<file path="src/rtl/addsub_selftest.sv">
// addsub_selftest -- built-in self-test controller for the 4-bit add/subtract
// unit (fourbit_addsub). A start pulse sweeps all 512 {sub,a,b} vectors
// through the unit. Each vector is held for SETTLE_CYCLES cycles. The result
// is then sampled and compared against a 5-bit golden model. The controller
// reports a pass/fail verdict, the mismatch count and the first failing vector.
//
// Parameters
//   SETTLE_CYCLES  cycles a vector is held before sampling (1..15)
//   STOP_ON_FAIL   1 = end the sweep at the first mismatch, 0 = full sweep
// Ports
//   clk, rst_n     clock (rising edge), asynchronous active-low reset
//   start          one-cycle sweep request, honoured only in IDLE or DONE
//   a_o, b_o, sub_o  vector driven to the adder (straight from idx)
//   s_i, cout_i    adder result
//   busy           sweep in progress (SETTLE or CHECK)
//   done           sweep finished, held until next start or reset
//   pass           done with zero mismatches
//   err_count      number of mismatching vectors (0..512)
//   first_fail     index of first mismatching vector, 0 if none
module addsub_selftest #(
   parameter int unsigned SETTLE_CYCLES = 2,
   parameter bit          STOP_ON_FAIL  = 1'b0
) (
   input  logic       clk,
   input  logic       rst_n,
   input  logic       start,
   output logic [3:0] a_o,
   output logic [3:0] b_o,
   output logic       sub_o,
   input  logic [3:0] s_i,
   input  logic       cout_i,
   output logic       busy,
   output logic       done,
   output logic       pass,
   output logic [9:0] err_count,
   output logic [8:0] first_fail
);

   typedef enum logic [1:0] {
      IDLE   = 2'd0,
      SETTLE = 2'd1,
      CHECK  = 2'd2,
      DONE   = 2'd3
   } state_t;

   // Settle counter runs 0 .. SETTLE_CYCLES-1 inside SETTLE.
   localparam logic [3:0] SETTLE_LAST = 4'(SETTLE_CYCLES - 1);

   state_t     state, state_nx;
   logic [8:0] idx, idx_nx;
   logic [3:0] cnt, cnt_nx;
   logic [9:0] err_nx;
   logic [8:0] first_fail_nx;
   logic [4:0] golden;
   logic       mismatch;

   // Vector index drives the adder directly.
   assign sub_o = idx[8];
   assign a_o   = idx[7:4];
   assign b_o   = idx[3:0];

   // Subtraction as a + ~b + 1; bit 4 is carry-out (1 = no borrow when subtracting).
   always_comb begin
      golden   = {1'b0, a_o} + {1'b0, (sub_o ? ~b_o : b_o)} + {4'b0000, sub_o};
      mismatch = ({cout_i, s_i} != golden);
   end

   always_comb begin
      state_nx      = state;
      idx_nx        = idx;
      cnt_nx        = cnt;
      err_nx        = err_count;
      first_fail_nx = first_fail;
      case (state)
         IDLE, DONE: begin
            if (start) begin
               idx_nx        = '0;
               cnt_nx        = '0;
               err_nx        = '0;
               first_fail_nx = '0;
               state_nx      = SETTLE;
            end
         end
         SETTLE: begin
            if (cnt == SETTLE_LAST) begin
               state_nx = CHECK;
            end else begin
               cnt_nx = cnt + 4'd1;
            end
         end
         CHECK: begin
            if (mismatch) begin
               err_nx = err_count + 10'd1;
               if (err_count == '0) begin
                  first_fail_nx = idx;
               end
            end
            // idx is left untouched on exit so the last/failing vector stays driven.
            if ((idx == '1) || (mismatch && STOP_ON_FAIL)) begin
               state_nx = DONE;
            end else begin
               idx_nx   = idx + 9'd1;
               cnt_nx   = '0;
               state_nx = SETTLE;
            end
         end
         default: state_nx = IDLE;
      endcase
   end

   always_ff @(posedge clk or negedge rst_n) begin
      if (!rst_n) begin
         state      <= IDLE;
         idx        <= '0;
         cnt        <= '0;
         err_count  <= '0;
         first_fail <= '0;
      end else begin
         state      <= state_nx;
         idx        <= idx_nx;
         cnt        <= cnt_nx;
         err_count  <= err_nx;
         first_fail <= first_fail_nx;
      end
   end

   always_comb begin
      busy = (state == SETTLE) || (state == CHECK);
      done = (state == DONE);
      pass = done && (err_count == '0);
   end

endmodule

</file>
<file path="config.mk">
export PLATFORM = sky130hd
export DESIGN_NAME = addsub_selftest
export DESIGN_NICKNAME = d
export VERILOG_FILES = /design/src/rtl/addsub_selftest.sv
export SDC_FILE = /design/constraint.sdc
export NUM_CORES = 1
export LEC_CHECK = 0
export BUFFER_PORTS_ARGS = -buffer_cell sky130_fd_sc_hd__buf_4
export CAP_MARGIN = 15
export CORE_MARGIN = 2
export CORE_UTILIZATION = 60
export CTS_CLUSTER_DIAMETER = 200
export CTS_CLUSTER_SIZE = 24
export DETAILED_ROUTE_END_ITERATION = 16
export PLACE_DENSITY = 0.92
export SLEW_MARGIN = 20
export SYNTH_ARGS = -nofsm -noshare
export SYNTH_HDL_FRONTEND = slang
export SYNTH_SLANG_ARGS = --single-unit
</file>
<file path="constraint.sdc">
create_clock -name clk -period 6 [get_ports clk]
set_input_delay 1.8 -clock clk [delete_from_list [all_inputs] [get_ports clk]]
set_output_delay 1.8 -clock clk [all_outputs]
set_load 0.05 [all_outputs]
</file>
==> impl_metrics.toml <==
[status]
status = "finished clean"

[clock_tree]
cts_sinks = 34
numCtsBuffers = 5
postCtsSetupBuffers = 0
ctsResizeCount = 0
clk_path_buf_depth = 2
cts_tree = "done"
htreeDepth = 2
path_clk_slew_ns = 0.10
clock_latency_ns = 0.33
postCtsHoldBufs = 0
cts_root_buf = "clkbuf_4"

[critical_path]
startpoint = "err_count[4]"
critPathRequiredTime_ns = 4.20
crit_path_end_kind = "primary output"
cp-start-kind = "flip-flop"
crit_type = "reg -> out"
crit_top_cell = "buf_4"
rr_startpoint = "idx[0]"
path_cells = "nor4_1, nand4b_1, buf_4, nor2_1, buf_4"
max_stage_delay_ns = 0.46
cp_top_family = "simple AND/OR/NAND/NOR gates"
rrSetupSlack_ns = 3.06
crit_end = "pass"
worstReg2RegEnd = "first_fail[3]"
slowest_stage = "dfrtp_1"
rr_worst_depth = 8
cp.depth = 5
critical_path_buf_inv_count = 2
arrival_ns = 1.76
cp_max_fo = 19

[yosys]
syn_area_per_cell_um2 = 9.08
synthMostInstantiatedCell = "nand2_1"
synth_top_flop_cell = "dfrtp_1"
ys_top_cells_by_area = "dfrtp_1, ha_1, nand2_1"
synthesis.area_mm2 = 0.00214
synth_common_cells = "nand2_1, dfrtp_1, nand3_1"
synth-seq-cells = 34
async_flop_share_pct = 100
yosysWarnings = 0
synth.largest_area_cell = "dfrtp_1"
synth_cell_types = 40
syn_inst = 236
synth_seq_area_share_pct = 39.7
synth_top_area_share_pct = 39.7
synth_fp_nets = 258
synth-edff-count = 0

[die]
die_w_um = 63.8
initial_core_util_pct = 63.2
placeableCoreArea_mm2 = 0.00339
ios = 39
die_h_um = 63.8
die_area_mm2 = 0.00406
num_rows = 21

[min_path]
min_path_type = "reg -> reg"

[timing]
fin_crit_ns = 3.56
fin_crit_sh_pct = 59.4
hold_viol = 0
rsz0062_at_grt = "no"
relSlewSlack_pct = 58.6
finalSetupTns_ns = 0
fin_worst_skew_ns = 0.00789
slew_viol_final = 0
worst_slew_pin_slew_ns = 0.615
fmax_mhz = 281
setup_viol = 0
holdWs_ns = 0.551

[flow_run]
drv_cap = 0

[power_and_ir_drop]
p_leak_nw = 1.13
p_per_area_mw_per_mm2 = 266
vdd_drop_max_mv = 0.190

[detailed_routing]
drtPass1Iterations = 4
drt_iter0_markers = 114
vias_per_cell = 5.84
ant_nets = 0
wire_per_inst_um = 14.4
wirelength_um = 4640
drc = 0
vias = 1880

[global_routing]
grt_pass1_wl_um = 7960
antenna_found_initial = 0
grt_pass1_vias = 1745
grt_overflow = 0
grt_start_max_net_pins = 40
grt_usage_pct = 25.0

[layout]
fin_util_pct = 74.6
antenna_cells = 0
area_growth_syn_to_layout_pct = 18.1
layout-drive-gt1-share_pct = 19.6
nets = 297

[placement]
place_congestion = 0.885
port_buffers = 38
place_hpwl_um = 3350
==> metrics by stage <==
stage / instance area (µm²) / worst slack (ns) / cells / power [mW]
global route: 2530 / 2.25 / 322 / 0.706
CTS: 2510 / 2.30 / 321 / 0.675
finish: 2530 / 2.44 / 322 / 0.673
detailed placement: 2450 / 1.94 / 313 / 0.543
global placement: 2450 / 2.09 / 313 / 0.535
floorplan: 2140 / 2.05 / 236 / 0.462
==> tightest hold or removal path: cells and delay by family, from the launching register on <==
kind / cells / cell delay [ns]
AO/OA/AOI/OAI: 1 / 0.08
flip-flops: 1 / 0.38
AND/OR/NAND/NOR: 1 / 0.05
==> registers in the layout, summed over array words and instances (netlist names) <==
register / cells
idx: 9
cnt: 4
err_count: 10
first_fail: 9
state: 2
==> cells by family after synthesis <==
family          count (synthesis)  share of synthesized area [%]
simple gates                   98                           22.0
mux                             3                           1.46
fa+ha+maj                      14                           8.53
flops                          34                           39.7
compound gates                 44                           15.9
buf+inv                        26                           5.08
xor+xnor                       17                           7.30
==> per-layer routing <==
| layer | share of wire [%] | vias to the layer above | global-route usage (%) |
|---|---|---|---|
| met5 | 0 | - | 0 |
| met4 | 0.99 | 0 | 7.88 |
| met3 | 5.5 | 5 | 4.40 |
| met2 | 50 | 57 | 40.3 |
| met1 | 43 | 894 | 34.5 |
| li1 | - | 924 | - |
==> final cells by class <==
cell class	instances	area (µm²)
multi-input combinational	176	1180
fill	241	860
sequential	34	851
timing repair buffer	41	315
inverter	17	63.8
tap	46	57.6
clock buffer	7	55.1
clock inverter	1	5.00
==> where the power goes <==
part           internal (mW)  switching [mW]  total [mW]
combinational         0.0727           0.153       0.225
sequential             0.260          0.0550       0.314
clock                 0.0568          0.0762       0.133
total                  0.389           0.284       0.673
==> worst min-delay path by stage <==
stage | start | endpoint | slack, ns | depth (start not counted)
floorplan | cnt[3] | cnt[3] | 0.51 | 1
global placement | first_fail[8] | first_fail[8] | 0.52 | 1
detailed placement | first_fail[8] | first_fail[8] | 0.53 | 1
CTS | first_fail[8] | first_fail[8] | 0.56 | 1
global route | first_fail[5] | first_fail[5] | 0.59 | 1
finish | first_fail[6] | first_fail[6] | 0.55 | 2
==> placed cells by master, fill, tap and decap left out, types with 3 or more instances in the layout <==
cell type,n
inv_1,17
or4b_1,3
xor2_1,4
nand2_1,35
nand3_1,23
nor2_1,16
clkbuf_4,5
nor3_1,5
o31ai_1,7
buf_4,40
a21oi_1,3
o311ai_0,4
ha_1,13
nor4_1,3
dfrtp_1,34
a22o_1,10
xnor2_1,12
o21ai_0,10
Note: power is estimated with default switching activity, not from simulation.
